[src/rtl/spi_pt_pkg.sv]
// Shared definitions for the SPI daisy-chain pass-through: FSM encoding,
// R/W header encoding and the default chip address width.
package spi_pt_pkg;

  localparam int DEFAULT_ADDR_W = 7;

  // First header bit: 1 selects a write, 0 a read.
  localparam logic WR_BIT = 1'b1;

  typedef enum logic [1:0] {
    IDLE = 2'd0,
    HDR  = 2'd1,
    SEL  = 2'd2
  } pt_state_e;

endpackage : spi_pt_pkg

[src/rtl/spi_pt_sync.sv]
// Single-bit multi-stage synchroniser with asynchronous active-low reset.
module spi_pt_sync #(
  parameter int STAGES = 2
) (
  input  logic clk,
  input  logic rst_n,
  input  logic d,
  output logic q
);

  logic [STAGES-1:0] chain;

  // NOTE: sequential state always uses non-blocking assignment so every
  // stage samples its predecessor's pre-edge value.
  always_ff @(posedge clk or negedge rst_n) begin
    if (!rst_n) begin
      chain <= '0;
    end else begin
      chain <= {chain[STAGES-2:0], d};
    end
  end

  assign q = chain[STAGES-1];

endmodule : spi_pt_sync

[src/rtl/spi_passthrough_hdr.sv]
// Daisy-chain SPI pass-through with in-core header decode (R/W + address).
// Optional macro SPI_PT_BYPASS_EN: raw MISO/IRQ forwarding, selects held at 0.
module spi_passthrough_hdr
  import spi_pt_pkg::*;
#(
  parameter int                ADDR_W      = DEFAULT_ADDR_W,
  parameter logic [ADDR_W-1:0] BCAST_ADDR  = {ADDR_W{1'b1}},
  parameter int                NUM_IRQ     = 1,
  parameter int                SYNC_STAGES = 2
) (
  input  logic               iCLK,
  input  logic               RSTin,
  input  logic               ID_in,
  input  logic               IRQ_in,
  input  logic [ADDR_W-1:0]  setSPIAddr,
  input  logic               SCLKin,
  input  logic               SCSNin,
  input  logic               MOSIin,
  output logic               MISOout,
  input  logic               MISOin,
  output logic               SCLKout,
  output logic               SCSNout,
  output logic               MOSIout,
  output logic               RSTout,
  output logic               sclk_local,
  output logic               scsn_local,
  output logic               mosi_local,
  output logic               rst_local,
  input  logic               miso_local,
  input  logic [NUM_IRQ-1:0] irq_local,
  output logic               IRQout,
  output logic               address_strobe,
  output logic [ADDR_W-1:0]  currentSPIAddr,
  output logic               write_enable,
  output logic               read_select
);

  localparam int CNT_W = $clog2(ADDR_W + 1);
  localparam logic [CNT_W-1:0] LAST_BIT = CNT_W'(ADDR_W);

  // Chain forwarding and local pick-off are purely combinational.
  assign SCLKout    = SCLKin;
  assign SCSNout    = SCSNin;
  assign MOSIout    = MOSIin;
  assign RSTout     = RSTin;
  assign sclk_local = SCLKin;
  assign scsn_local = SCSNin;
  assign mosi_local = MOSIin;

  // Local reset: asserts with RSTin, releases two iCLK edges later.
  logic [1:0] rst_pipe;

  always_ff @(posedge iCLK or negedge RSTin) begin
    if (!RSTin) begin
      rst_pipe <= 2'b00;
    end else begin
      rst_pipe <= {rst_pipe[0], 1'b1};
    end
  end

  assign rst_local = ~rst_pipe[1];

  logic id_active;
  logic irq_sync;
  logic sync_sclk;
  logic sync_scsn;
  logic sync_mosi;

  spi_pt_sync #(.STAGES(SYNC_STAGES)) u_sync_id (
    .clk(iCLK), .rst_n(RSTin), .d(ID_in), .q(id_active)
  );

  spi_pt_sync #(.STAGES(SYNC_STAGES)) u_sync_irq (
    .clk(iCLK), .rst_n(RSTin), .d(IRQ_in), .q(irq_sync)
  );

  spi_pt_sync #(.STAGES(SYNC_STAGES)) u_sync_sclk (
    .clk(iCLK), .rst_n(RSTin), .d(SCLKin), .q(sync_sclk)
  );

  spi_pt_sync #(.STAGES(SYNC_STAGES)) u_sync_scsn (
    .clk(iCLK), .rst_n(RSTin), .d(SCSNin), .q(sync_scsn)
  );

  spi_pt_sync #(.STAGES(SYNC_STAGES)) u_sync_mosi (
    .clk(iCLK), .rst_n(RSTin), .d(MOSIin), .q(sync_mosi)
  );

  logic sclk_d;
  logic sclk_rise;
  logic scsn_active;

  always_ff @(posedge iCLK or negedge RSTin) begin
    if (!RSTin) begin
      sclk_d <= 1'b0;
    end else begin
      sclk_d <= sync_sclk;
    end
  end

  assign sclk_rise   = sync_sclk & ~sclk_d;
  assign scsn_active = ~sync_scsn;

  // Header decode. The shift register keeps only ADDR_W bits; the R/W bit
  // sits at the top of hdr_next exactly on the cycle the last bit arrives.
  pt_state_e         state;
  logic [CNT_W-1:0]  bit_cnt;
  logic [ADDR_W-1:0] hdr_sr;
  logic [ADDR_W:0]   hdr_next;
  logic [ADDR_W-1:0] hdr_addr;
  logic              hdr_wr;
  logic              addr_match;
  logic              bcast_match;
  logic              strobe_q;
  logic [ADDR_W-1:0] addr_q;
  logic              we_q;
  logic              rs_q;

  assign hdr_next    = {hdr_sr, sync_mosi};
  assign hdr_addr    = hdr_next[ADDR_W-1:0];
  assign hdr_wr      = (hdr_next[ADDR_W] == WR_BIT);
  assign addr_match  = (hdr_addr == setSPIAddr);
  assign bcast_match = (hdr_addr == BCAST_ADDR);

  always_ff @(posedge iCLK or negedge RSTin) begin
    if (!RSTin) begin
      state    <= IDLE;
      bit_cnt  <= '0;
      hdr_sr   <= '0;
      strobe_q <= 1'b0;
      addr_q   <= '0;
      we_q     <= 1'b0;
      rs_q     <= 1'b0;
    end else begin
      strobe_q <= 1'b0;
      case (state)
        IDLE: begin
          bit_cnt <= '0;
          hdr_sr  <= '0;
          we_q    <= 1'b0;
          rs_q    <= 1'b0;
          if (scsn_active) begin
            state <= HDR;
          end
        end

        HDR: begin
          if (!scsn_active) begin
            // Aborted header: no strobe, address register left alone.
            state <= IDLE;
            we_q  <= 1'b0;
            rs_q  <= 1'b0;
          end else if (sclk_rise) begin
            hdr_sr  <= hdr_addr;
            bit_cnt <= bit_cnt + 1'b1;
            if (bit_cnt == LAST_BIT) begin
              state    <= SEL;
              strobe_q <= 1'b1;
              addr_q   <= hdr_addr;
              rs_q     <= id_active & ~hdr_wr & addr_match;
              we_q     <= id_active & hdr_wr & (addr_match | bcast_match);
            end
          end
        end

        SEL: begin
          if (!scsn_active) begin
            state <= IDLE;
            we_q  <= 1'b0;
            rs_q  <= 1'b0;
          end
        end

        default: begin
          state <= IDLE;
          we_q  <= 1'b0;
          rs_q  <= 1'b0;
        end
      endcase
    end
  end

  assign address_strobe = strobe_q;
  assign currentSPIAddr = addr_q;

`ifdef SPI_PT_BYPASS_EN
  // Decode stays alive for debug visibility; nothing local is selected.
  logic unused_bypass;
  assign unused_bypass = ^{irq_sync, miso_local, irq_local, we_q, rs_q};

  assign MISOout      = MISOin;
  assign IRQout       = IRQ_in;
  assign write_enable = 1'b0;
  assign read_select  = 1'b0;
`else
  assign MISOout      = rs_q ? miso_local : MISOin;
  assign IRQout       = irq_sync | (|irq_local);
  assign write_enable = we_q;
  assign read_select  = rs_q;
`endif

endmodule : spi_passthrough_hdr

[config.mk]
export PLATFORM = sky130hd
export DESIGN_NAME = spi_passthrough_hdr
export DESIGN_NICKNAME = d
export VERILOG_FILES = /design/src/rtl/spi_pt_pkg.sv /design/src/rtl/spi_pt_sync.sv /design/src/rtl/spi_passthrough_hdr.sv
export SDC_FILE = /design/constraint.sdc
export NUM_CORES = 1
export LEC_CHECK = 0
export ABC_AREA = 0
export CORE_MARGIN = 2
export CORE_UTILIZATION = 45
export DETAILED_ROUTE_END_ITERATION = 10
export PLACE_DENSITY = 0.75
export SYNTH_ARGS = -nofsm -noshare
export SYNTH_HDL_FRONTEND = slang
export SYNTH_HIERARCHICAL = 1
export SYNTH_SLANG_ARGS = --single-unit
export TNS_END_PERCENT = 100
[constraint.sdc]
create_clock -name iCLK -period 2.3 [get_ports iCLK]
set_input_delay 0.46 -clock iCLK [delete_from_list [all_inputs] [get_ports iCLK]]
set_output_delay 0.46 -clock iCLK [all_outputs]
set_load 0.01 [all_outputs]
==> results.yml <==
synth:
  ys_seq_elements: 35
  synth_area_leaders: "dfrtp_1 61%, mux2_4 8.4%, a22o_2 6.3%"
  synth_top_area_share_pct: 61.46
  synth_ff_type: "dfrtp_1"
  synth_nets: 117
  yosysUniqueCellTypes: 31
  synth_warnings: 6
  synth_edf_count: 0
  postSynthAreaPerCell_sq_um: 14.54
  syn_area_sq_um: 1425
  async_flop_share_pct: 100.0
  ys_seq_area_share_pct: 61.46
  syn_inst: 98
  synth_largest_area_cell: "dfrtp_1"
critical_path:
  worstPathArrival_ns: 1.60
  max_stage_delay_ns: 0.47
  cp_slowest_cell: "clkdlybuf4s50_1"
  reg2reg_from: "u_sync_scsn/chain[1]$_DFF_PN0_"
  cp_max_fo: 1
  path_class: "in2out"
  r2r_end: "currentSPIAddr[1]$_DFFE_PN0P_"
  path_buf_inv: 2
  cp_cell_sequence: "clkdlybuf4s50_1 > or2_2 > clkdlybuf4s50_1"
  reg2reg_slack_ns: 0.55
  critPathCaptureType: "primary output"
  path_common_cell: "clkdlybuf4s50_1"
  start_kind: "primary input"
  r2r_cells: 4
  cp_top_family: "buffers and inverters"
  cp.required_ns: 1.84
placement:
  dp_cells: 170
  place.gp.congestion: 0.7375
  place_hpwl_um: 1621
  portBuffers: 36
clock_tree:
  ctsHoldBuffers: 0
  cts_root_buffer: "clkbuf_4"
  cts_resized: 0
  cts_max_path_buffers: 2
  path_clk_slew_ns: 0.09
  cts_setup_buffers: 0
  clock-sinks: 35
  cts_made_buffers: 5
  cts_max_level: 2
  cts_tree: "done"
  clock_latency_ns: 0.33
global_routing:
  grt_pass1_wl_um: 3781
  first_global_vias: 854
  grtUsageTotal_pct: 14.73
  antenna_found_initial: 0
  overflow: 0
  grt_max_degree: 36
layout:
  diodes: 0
  final_cells: 178
  fillCellCount: 240
  syn2layout_area_growth_pct: 29.32
  nets: 152
  drive_gt1_share_pct: 23.88
power_and_ir_drop:
  p_leak_nw: 0.8912
  ir_drop_v: 0.0003594
  p_per_area_nw_per_um2: 590.4
floorplan:
  boundaryPins: 37
  start_util_pct: 47.07
  rows: 20
  die_area_sq_um: 3633
  die_h_um: 60.28
  fp.dieW_um: 60.28
  core-area_sq_um: 3028
sta:
  fmax_mhz: 484.6
  fin_skew_ns: 0.004813
  period_minus_slack_ns: 2.064
  rsz0062_at_grt: "no"
  drv_slew: 0
  hold_viol_final: 0
  setup_viol: 0
  tns_ns: 0
  finalCritPeriodShare_pct: 89.72
routing:
  routedWlPerCell_um: 12.83
  drtIter0Drc: 15
  vias: 867
  vias_per_cell: 4.871
  drc: 0
  antenna_left: 0
  drt-pass1-iter-count: 4
  drt_wl_total_um: 2284
status:
  status: "complete, no violations"
min_path:
  worst_hold_path_type: "in2async"
flow_run:
  maxCapViolCount: 0
-- worst reg2reg max path, stage by stage (launching register included) --
cell,delay [ns]
dfrtp_1,0.43
or3b_4,0.43
nor2_4,0.26
nand2_4,0.18
mux2_4,0.33
-- where the power goes --
group	internal (mW)	leakage [nW]	switching, mW	total (mW)
Combinational	0.0507	0.397	0.0380	0.0887
Sequential	0.629	0.456	0.00793	0.637
Clock	0.180	0.0386	0.183	0.362
Total	0.860	0.891	0.228	1.09
-- how the worst max path moves through the flow --
stage | cells past startpoint | to | from | slack (ns)
after floorplan | 5 | read_select$_DFFE_PN0P_ | bit_cnt[0]$_DFFE_PN0P_ | 0.73
after global placement | 3 | IRQout | irq_local | 0.23
after detailed placement | 3 | IRQout | irq_local | 0.23
after CTS | 3 | IRQout | irq_local | 0.23
after global routing | 3 | IRQout | irq_local | 0.17
final | 3 | IRQout | irq_local | 0.24
-- cells in the final DEF, fill, tap and decap left out, types with 2 or more instances in the layout --
| cell type | count |
|---|---|
| a22o_2 | 9 |
| clkbuf_4 | 5 |
| clkbuf_8 | 2 |
| clkdlybuf4s50_1 | 35 |
| dfrtp_1 | 35 |
| ha_1 | 2 |
| inv_1 | 2 |
| mux2_4 | 8 |
| nand2_1 | 4 |
| o31ai_1 | 2 |
| xor2_1 | 7 |
-- cells by family after synthesis --
logic type | count (synthesis) | synth area share (%)
adders and majority gates | 2 | 1.756
AOI/OAI and AO/OA | 15 | 9.130
other | 1 | 0.2631
DFF | 35 | 61.46
and+or+nand+nor | 18 | 8.516
xor gates and xnor gates | 7 | 4.302
buffers and inverters | 11 | 5.355
muxes | 9 | 9.219
-- area by class of cell --
type / count / area, sq um / area share, %
clock buffers: 8 / 68.82 / 3.734
multi-input cells: 52 / 473.0 / 25.66
repair buffers: 37 / 362.8 / 19.69
inverters: 2 / 7.507 / 0.4073
well taps: 44 / 55.05 / 2.987
flip-flops and latches: 35 / 875.8 / 47.52
-- per-layer routing --
metal | part of all wire [%] | vias up | routed length, um | global-route usage [%]
li1 | - | 406 | - | -
met1 | 43 | 427 | 991 | 17.91
met2 | 48 | 29 | 1100 | 22.83
met3 | 5.6 | 5 | 129 | 3.680
met4 | 2.8 | 0 | 63 | 10.16
met5 | 0 | - | 0 | 0
-- per-stage QoR --
| step | hold WS (ns) | worst slack, ns | util (%) | cell area [sq um] | power, mW |
|---|---|---|---|---|---|
| finish | 0.1710 | 0.2365 | 60.87 | 1843 | 1.088 |
| global route | 0.2051 | 0.1733 | 60.87 | 1843 | 1.136 |
| CTS | 0.1772 | 0.2313 | 60.87 | 1843 | 1.107 |
| detailed placement | 0.3355 | 0.2327 | 58.60 | 1774 | 0.7394 |
| global placement | 0.3317 | 0.2305 | 58.60 | 1774 | 0.7361 |
| floorplan | 0.1644 | 0.7327 | - | 1425 | 0.6858 |
-- synthesized netlist by cell type (2+ instances only) --
master,instances
buf_4,7
nand2_1,4
a22o_2,9
inv_1,2
o31ai_1,2
mux2_4,8
ha_1,2
dfrtp_1,35
xor2_1,7
(Power assumes the default switching activity.)
